## src/rtl/pcie_ep_pkg.sv

```systemverilog
// Shared definitions for the PCIe endpoint path: interrupt-controller FSM
// state encoding and default tuning values.
package pcie_ep_pkg;

    // Default event-count threshold for an immediate interrupt.
    localparam int COALESCE_CNT_DEF = 8;
    // Default number of cycles to wait for cfg_interrupt_rdy_n before giving up.
    localparam int RDY_TIMEOUT_DEF  = 1024;
    // Default widths of the moderation timer and the event counter.
    localparam int TIMER_W_DEF      = 16;
    localparam int CNT_W_DEF        = 8;

    // One-hot states of the interrupt controller.
    typedef enum logic [3:0] {
        IDLE     = 4'b0001,
        REQ      = 4'b0010,
        WAIT_RDY = 4'b0100,
        RELEASE  = 4'b1000
    } irq_state_e;

endpackage

```

## src/rtl/irq_moderation_timer.sv

```systemverilog
// Pending-event counter, moderation timer and interrupt trigger decision.
// The counter saturates; the timer only advances while the controller is idle
// with events pending, so arbitration and handshake time is not charged to it.
module irq_moderation_timer
    import pcie_ep_pkg::*;
#(
    parameter int COALESCE_CNT = COALESCE_CNT_DEF,
    parameter int TIMER_W      = TIMER_W_DEF,
    parameter int CNT_W        = CNT_W_DEF
) (
    input  logic               trn_clk,
    input  logic               reset,
    input  logic               rx_event_i,
    input  logic               host_irq_en_i,
    input  logic [TIMER_W-1:0] irq_timeout_i,
    input  logic               idle_i,
    input  logic               send_done_i,
    output logic [CNT_W-1:0]   evt_cnt_o,
    output logic               trigger_o
);

    localparam logic [CNT_W-1:0]   CNT_MAX   = '1;
    localparam logic [TIMER_W-1:0] TMR_MAX   = '1;
    localparam logic [CNT_W-1:0]   COAL_TH   = CNT_W'(COALESCE_CNT);

    logic [CNT_W-1:0]   cnt_q, cnt_d;
    logic [TIMER_W-1:0] timer_q, timer_d;
    logic               expired;

    // Next-state for the event counter and the moderation timer.
    always_comb begin
        // NOTE: every variable gets a default first so no path leaves it unassigned (no latch).
        cnt_d   = cnt_q;
        timer_d = timer_q;

        // A completed send clears the count, but an event landing in that same
        // cycle must not be lost, so it becomes the first pending event.
        if (send_done_i) begin
            cnt_d = rx_event_i ? CNT_W'(1) : '0;
        end else if (rx_event_i && cnt_q != CNT_MAX) begin
            cnt_d = cnt_q + 1'b1;
        end

        if (send_done_i || cnt_q == '0) begin
            timer_d = '0;
        end else if (idle_i && timer_q != TMR_MAX) begin
            timer_d = timer_q + 1'b1;
        end
    end

    // Counter and timer registers.
    always_ff @(posedge trn_clk) begin
        // NOTE: reset is sampled on the clock edge; state registers use non-blocking assignments.
        if (reset) begin
            cnt_q   <= '0;
            timer_q <= '0;
        end else begin
            cnt_q   <= cnt_d;
            timer_q <= timer_d;
        end
    end

    // A zero timeout disables time-based moderation entirely.
    assign expired   = (irq_timeout_i != '0) && (timer_q >= irq_timeout_i);
    assign trigger_o = host_irq_en_i && (cnt_q != '0) && ((cnt_q >= COAL_TH) || expired);
    assign evt_cnt_o = cnt_q;

endmodule

```

## src/rtl/pcie_irq_ctrl.sv

```systemverilog
// MSI interrupt generator with event coalescing. Requests the endpoint from
// the arbiter, drives the cfg_interrupt handshake while it owns the endpoint,
// and aborts with a sticky error if the core never acknowledges.
module pcie_irq_ctrl
    import pcie_ep_pkg::*;
#(
    parameter int COALESCE_CNT = COALESCE_CNT_DEF,
    parameter int TIMER_W      = TIMER_W_DEF,
    parameter int CNT_W        = CNT_W_DEF,
    parameter int RDY_TIMEOUT  = RDY_TIMEOUT_DEF
) (
    input  logic               trn_clk,
    input  logic               reset,
    input  logic               rx_event,
    input  logic               host_irq_en,
    input  logic [TIMER_W-1:0] irq_timeout,
    output logic               intctrl_req_ep,
    input  logic               intctrl_turn,
    output logic               intctrl_driven,
    output logic               cfg_interrupt_n,
    input  logic               cfg_interrupt_rdy_n,
    output logic               irq_err,
    output logic [CNT_W-1:0]   evt_cnt
);

    localparam int             WD_W    = (RDY_TIMEOUT > 1) ? $clog2(RDY_TIMEOUT) : 1;
    localparam logic [WD_W-1:0] WD_LAST = WD_W'(RDY_TIMEOUT - 1);

    irq_state_e      state_q, state_d;
    logic            req_q, req_d;
    logic            drv_q, drv_d;
    logic            cfg_n_q, cfg_n_d;
    logic            err_q, err_d;
    logic [WD_W-1:0] wd_q, wd_d;
    logic            send_done;
    logic            trigger;

    irq_moderation_timer #(
        .COALESCE_CNT (COALESCE_CNT),
        .TIMER_W      (TIMER_W),
        .CNT_W        (CNT_W)
    ) u_mod (
        .trn_clk       (trn_clk),
        .reset         (reset),
        .rx_event_i    (rx_event),
        .host_irq_en_i (host_irq_en),
        .irq_timeout_i (irq_timeout),
        .idle_i        (state_q == IDLE),
        .send_done_i   (send_done),
        .evt_cnt_o     (evt_cnt),
        .trigger_o     (trigger)
    );

    // Next-state and registered-output decisions of the handshake FSM.
    always_comb begin
        state_d   = state_q;
        req_d     = req_q;
        drv_d     = drv_q;
        cfg_n_d   = cfg_n_q;
        err_d     = err_q;
        wd_d      = wd_q;
        send_done = 1'b0;

        case (state_q)
            IDLE: begin
                if (trigger) begin
                    req_d   = 1'b1;
                    state_d = REQ;
                end
            end
            // The grant cannot be refused, so losing host_irq_en here is ignored.
            REQ: begin
                if (intctrl_turn) begin
                    req_d   = 1'b0;
                    drv_d   = 1'b1;
                    cfg_n_d = 1'b0;
                    wd_d    = '0;
                    state_d = WAIT_RDY;
                end
            end
            // Acceptance wins over the watchdog if both land in the same cycle.
            WAIT_RDY: begin
                if (!cfg_interrupt_rdy_n) begin
                    cfg_n_d   = 1'b1;
                    send_done = 1'b1;
                    state_d   = RELEASE;
                end else if (wd_q == WD_LAST) begin
                    cfg_n_d = 1'b1;
                    err_d   = 1'b1;
                    state_d = RELEASE;
                end else begin
                    wd_d = wd_q + 1'b1;
                end
            end
            // One cycle with cfg_interrupt_n already high before giving up the endpoint.
            RELEASE: begin
                drv_d   = 1'b0;
                state_d = IDLE;
            end
            default: begin
                req_d   = 1'b0;
                drv_d   = 1'b0;
                cfg_n_d = 1'b1;
                state_d = IDLE;
            end
        endcase
    end

    // FSM state and handshake output registers.
    always_ff @(posedge trn_clk) begin
        if (reset) begin
            state_q <= IDLE;
            req_q   <= 1'b0;
            drv_q   <= 1'b0;
            cfg_n_q <= 1'b1;
            err_q   <= 1'b0;
            wd_q    <= '0;
        end else begin
            state_q <= state_d;
            req_q   <= req_d;
            drv_q   <= drv_d;
            cfg_n_q <= cfg_n_d;
            err_q   <= err_d;
            wd_q    <= wd_d;
        end
    end

    assign intctrl_req_ep  = req_q;
    assign intctrl_driven  = drv_q;
    assign cfg_interrupt_n = cfg_n_q;
    assign irq_err         = err_q;

endmodule
```

## config.mk

```make
export PLATFORM = sky130hd
export DESIGN_NAME = pcie_irq_ctrl
export DESIGN_NICKNAME = d
export VERILOG_FILES = /design/src/rtl/pcie_ep_pkg.sv /design/src/rtl/irq_moderation_timer.sv /design/src/rtl/pcie_irq_ctrl.sv
export SDC_FILE = /design/constraint.sdc
export NUM_CORES = 1
export LEC_CHECK = 0
export CELL_PAD_IN_SITES_DETAIL_PLACEMENT = 1
export CELL_PAD_IN_SITES_GLOBAL_PLACEMENT = 1
export CORE_AREA = 5 5 82 84
export DETAILED_ROUTE_END_ITERATION = 10
export DIE_AREA = 0 0 87 89
export DONT_BUFFER_PORTS = 1
export PLACE_DENSITY_LB_ADDON = 0.1
export SYNTH_ARGS = -nofsm -noshare
export SYNTH_HDL_FRONTEND = slang
export SYNTH_SLANG_ARGS = --single-unit
```

## constraint.sdc

```tcl
create_clock -name trn_clk -period 2.57 [get_ports trn_clk]
set_clock_uncertainty 0.1 [all_clocks]
set_input_delay 0.3855 -clock trn_clk [delete_from_list [all_inputs] [get_ports trn_clk]]
set_output_delay 0.3855 -clock trn_clk [all_outputs]
set_load 0.005 [all_outputs]
```

# Word level (Yosys, flattened, before mapping)
# Cells that the tools add are included.
# totals
register_bits,42
in_bits,22
output_inout_bits,12
elab_cells,72
# classes
addsub,3
order_cmp,2
n_eq_ne,12
mux,22
bitwise_logic,3
reduce_logical,22
# op_table
cell,count
10-bit 2-to-1 mux,3
10-bit case mux with 2 select lines,1
16-bit by 1-bit adder with 16-bit output (second input constant),1
16-bit >= comparator,1
4-bit 2-to-1 mux,4
8-bit 2-to-1 mux,2
16-bit != test (second input constant),1
16-bit nonzero test,1
4-bit case mux with 3 select lines,1
3-bit AND reduction,4
10-bit by 1-bit adder with 10-bit output (second input constant),1
10-bit == test (second input constant),1
8-bit by 1-bit adder with 8-bit output (second input constant),1
8-bit by 4-bit >= comparator with 1-bit output (second input constant),1
8-bit logical NOT,1
1-bit 2-to-1 mux,8
2-bit != test (second input constant),4
8-bit != test (second input constant),1
8-bit nonzero test,1
2-bit OR reduction,4
1-bit case mux with 3 select lines,2
1-bit logical AND,5
4-bit by 1-bit == test with 1-bit output (second input constant),1
4-bit by 2-bit == test with 1-bit output (second input constant),1
9 further kinds,13

# Longest topological paths before layout
# logic_depth
word_depth,6
depth_mapped,8
ltp_nobuf,7

# Hierarchy
# A second synthesis with hierarchy kept.
# hier_totals
cells_unflattened,329
hier_area_um2,2706.3
# modules_own_cells
module,n_inst,cells_per_inst,area_each_um2
irq_moderation_timer,1,219,1749.2
pcie_irq_ctrl,1,110,957.2

# Worst setup path before layout
# OpenSTA, ideal clock, no wires.
# synth_timing
path_type,register to register
startpoint,register u_mod.timer_q[0]
endpoint,register state_q[0]
setup_time_ns,0.086
arrival_ns,1.949
t_required_ns,2.384
slack_ns,0.436
stages_incl_launch_ff,8
synth_period_minus_slack_ns,2.134
cell_sequence,dfxtp_1 > inv_1 > ha_1 > nand2b_1 > a2111oi_2 > a2111oi_0 > or4_1 > a211oi_1
# synth_via
elab_chain_len,6
# synth_lines
element,line,rtl
from (decl),irq_moderation_timer.sv:27,"logic [TIMER_W-1:0] timer_q, timer_d;"
from (signal assigned),irq_moderation_timer.sv:59,timer_q <= timer_d;
16-bit >= comparator,irq_moderation_timer.sv:64,assign expired = (irq_timeout_i != '0) && (timer_q >= irq_timeout_i);
1-bit logical AND,irq_moderation_timer.sv:64,
1-bit logical OR,irq_moderation_timer.sv:65,assign trigger_o = host_irq_en_i && (cnt_q != '0) && ((cnt_q >= COAL_TH) || expired);
1-bit logical AND,irq_moderation_timer.sv:65,
2-bit != test (no source line),--,
3-bit AND reduction (no source line),--,
to (signal assigned),pcie_irq_ctrl.sv:119,state_q <= state_d;
to (decl),pcie_irq_ctrl.sv:29,"irq_state_e state_q, state_d;"
# No other way between the ends.
# A chain may end at the register's enable or synchronous reset.

# Worst setup path after layout
# Same ends and word-level chain as after synthesis.

==> results by group <==
STA
  • Hold Vio Cnt, Final: 0
  • Max Slew Vio Count: 0
  • Crit share post-route: 90.8%
  • Worst-Margin Slew: 601 ps
  • Min cycle time layout: 2330 ps
  • Worst rel slew slack: 59.6%
  • TNS Setup: 0 ps
  • Setup slack after layout: 238 ps
  • RSZ-0062 raised after global routing: false
  • Setup violations, final: 0
  • Fmax: 0.429 GHz

Critical path
  • Worst path max stage delay: 530 ps
  • Startpoint types: flop
  • Max FO, Critical Path: 5
  • Crit path DAT: 2440 ps
  • Element type at the critical path end: flop
  • Critical path start-end classification: flop to flop
  • WP data required: 2680 ps
  • Critical-path cell list: inv_1 > ha_1 > nand2b_1 > a2111oi_2 > a2111oi_0 > or4_1 > a211oi_1
  • CP max stage cell: or4_1

Floorplan
  • Die Y: 89 um
  • Core area: 0.00585 sq mm
  • Placement Rows: 28
  • I/O pin count: 34
  • Starting Density: 46.6%
  • Die area: 0.00774 sq mm
  • Die X-Extent: 87 um

Finish
  • Synthesis-to-finish area growth: 5.28%
  • Final instance area: 0.00287 sq mm
  • Filler Cell Count: 728
  • Post-Layout Cell Count: 401
  • Ant diodes: 0
  • Layout cell share with drive strength beyond 1: 9.82%
  • Total Nets Final: 368

Synth
  • Number of synthesized register bits: 42
  • Dominant cell type by area after synthesis: dfxtp_1
  • Sequential area share after synthesis: 30.8%
  • Mapped cell area: 0.00273 sq mm
  • Unique masters post-synth: 59
  • Number of synthesized flops with an enable pin: 0
  • Yosys warns: 0
  • Post-synth top flop: dfxtp_1
  • Top cells by area, synth: dfxtp_1, ha_1, nor2_1
  • Cell count after synthesis: 325
  • Async set-reset flop share out of synthesis: 0%
  • Syn_area_per_cell: 8.39 sq um
  • Top cell type's share of synthesized area: 30.8%
  • Mapped Nets: 367

GRT
  • GR met3 Demand/Resource: 4.15%
  • All-Layer GR Usage: 17.7%
  • First-pass GRT wire length: 11.0 mm
  • Grt met2 use: 30.2%
  • Global route overflow: 0
  • Initial antenna violation count: 0
  • Largest net degree at the start of global routing: 17
  • GR Layer Usage met1: 22.6%
  • Vias in the first global route: 2322
  • Layer carrying the most global-route usage: met2

Clock tree
  • CTS buffer count: 5
  • Reg clk slew, reported paths: 80 ps
  • H-tree levels: 2
  • CTS Sinks: 42
  • Clock root buffer: clkbuf_8
  • CTS tree: done
  • CTS resizes: 0
  • Clk buf depth: 2
  • Number of post-CTS setup repair buffers: 0
  • Clk_lat worst skew: 290 ps
  • Hold buffers post-CTS: 0

Placed design
  • I/O Buffers: 0
  • Post-DP HPWL: 5.10 mm
  • Setup WS pre-CTS: 225 ps
  • Post-DP Area: 0.00279 sq mm
  • # placed instances: 394
  • GP Congestion: 0.838

Routing
  • Initial drt markers: 74
  • Drt pass-1 iters: 4
  • Vias: 2293
  • Drt wl/cell: 16.2 um
  • Antenna Nets Post-Route: 0
  • Via/cell ratio: 5.72
  • DRC Markers: 0
  • DRT Wirelength: 6.50 mm

Job
  • Max-cap violations: 0

Power and ir drop
  • LEAKAGE: 1.08 nW
  • Total power: 1.14 mW
  • P per Cell Area: 399 mW/mm^2
  • Worst vdd ir: 0.000296 V

Worst hold path
  • Hold Crit Class: input pin to flop

Outcome
  • Status: complete, no violations
worst max-delay path, delay by kind of cell (launching register included):
| kind | cells | cell delay (ps) |
|---|---|---|
| AOI/OAI and AO/OA | 3 | 720 |
| and+or+nand+nor | 2 | 680 |
| DFF | 1 | 400 |
| adders and majority gates | 1 | 270 |
| buffers and inverters | 1 | 90 |
placed cells by master (no fill, tap or decap), types with 3 or more instances in the layout:
| cell type | n |
|---|---|
| a21oi_1 | 19 |
| nor3_1 | 6 |
| inv_1 | 26 |
| xnor2_1 | 15 |
| nand2_1 | 19 |
| nand3_1 | 14 |
| a21o_1 | 4 |
| nor2_1 | 41 |
| and3_1 | 4 |
| nor3b_1 | 3 |
| xor2_1 | 11 |
| or4_1 | 4 |
| ha_1 | 20 |
| nand4_1 | 14 |
| nor2b_1 | 3 |
| o31ai_1 | 4 |
| nor4_2 | 5 |
| o21ai_0 | 5 |
| and4_1 | 4 |
| clkbuf_8 | 5 |
| nand2b_1 | 3 |
| dfxtp_1 | 42 |
| nor4_1 | 10 |
| a211oi_1 | 3 |
| buf_4 | 4 |
registers in the layout, indices dropped and copies added, names as in the netlist:
signal	count
u_mod.timer_q	16
intctrl_req_ep	1
u_mod.evt_cnt_o	8
intctrl_driven	1
cfg_interrupt_n	1
state_q	4
wd_q	10
irq_err	1
final cells by class:
type	count	area, sq um	area share, %
repair buffers	4	30.0	1.05
clock buffers	7	76.3	2.66
inverters	27	101	3.53
flip-flops and latches	42	841	29.3
multi-input cells	246	1730	60.2
well taps	75	93.8	3.27
per-stage QoR:
stage,hold slack (ps),utilization [%]
2_1_floorplan,347,-
3_3_place_gp,355,47.8
3_5_place_dp,362,47.8
4_1_cts,49.6,49.1
5_1_grt,39.1,49.1
6_report,52.3,49.1
layer usage:
metal  wire length, um  vias up
met3               184        4
met1              3180     1106
li1                  -     1168
met2              3090       15
met5                 0        -
met4                45        0
cells in the mapped netlist, types with 2 or more instances:
master    count
dfxtp_1      42
nor2_1       41
inv_1        26
ha_1         20
a21oi_1      19
nand2_1      19
xnor2_1      15
nand3_1      14
nand4_1      14
xor2_1       11
nor4_1       10
nor3_1        6
nor4_2        5
o21ai_0       5
a21o_1        4
and3_1        4
and4_1        4
clkbuf_1      4
o31ai_1       4
or4_1         4
a211oi_1      3
buf_2         3
nand2b_1      3
nor2b_1       3
nor3b_1       3
buf_6         2
mux2i_1       2
nand4_2       2
o21ai_1       2
or3_1         2
worst paths after layout:
kind                                    to  slack [ps]  cells past startpoint              from
worst max-delay path            state_q[0]         240                      7  u_mod.timer_q[0]
worst min-delay path               wd_q[1]          50                      1             reset
worst max register to register  state_q[0]         240                      7  u_mod.timer_q[0]
worst min register to register     wd_q[9]         380                      2           wd_q[9]
power by group:
part	switching (mW)	internal (mW)	leakage, nW
combinational	0.0441	0.0314	0.702
clock	0.218	0.187	0.0383
sequential	0.00757	0.656	0.339
total	0.270	0.874	1.08
cells by family (layout without fill, tap and decap cells):
group                    after synthesis  count (layout)  share of synthesized area, %
AO/OA/AOI/OAI                         51              51                          13.1
flip-flops                            42              42                          30.8
AND/OR/NAND/NOR                      147             147                          32.0
adder cells (fa/ha/maj)               20              20                          9.18
buffers and inverters                 37              38                          5.78
XOR/XNOR                              26              26                          8.35
multiplexers                           2               2                         0.734
(Power assumes the default switching activity.)
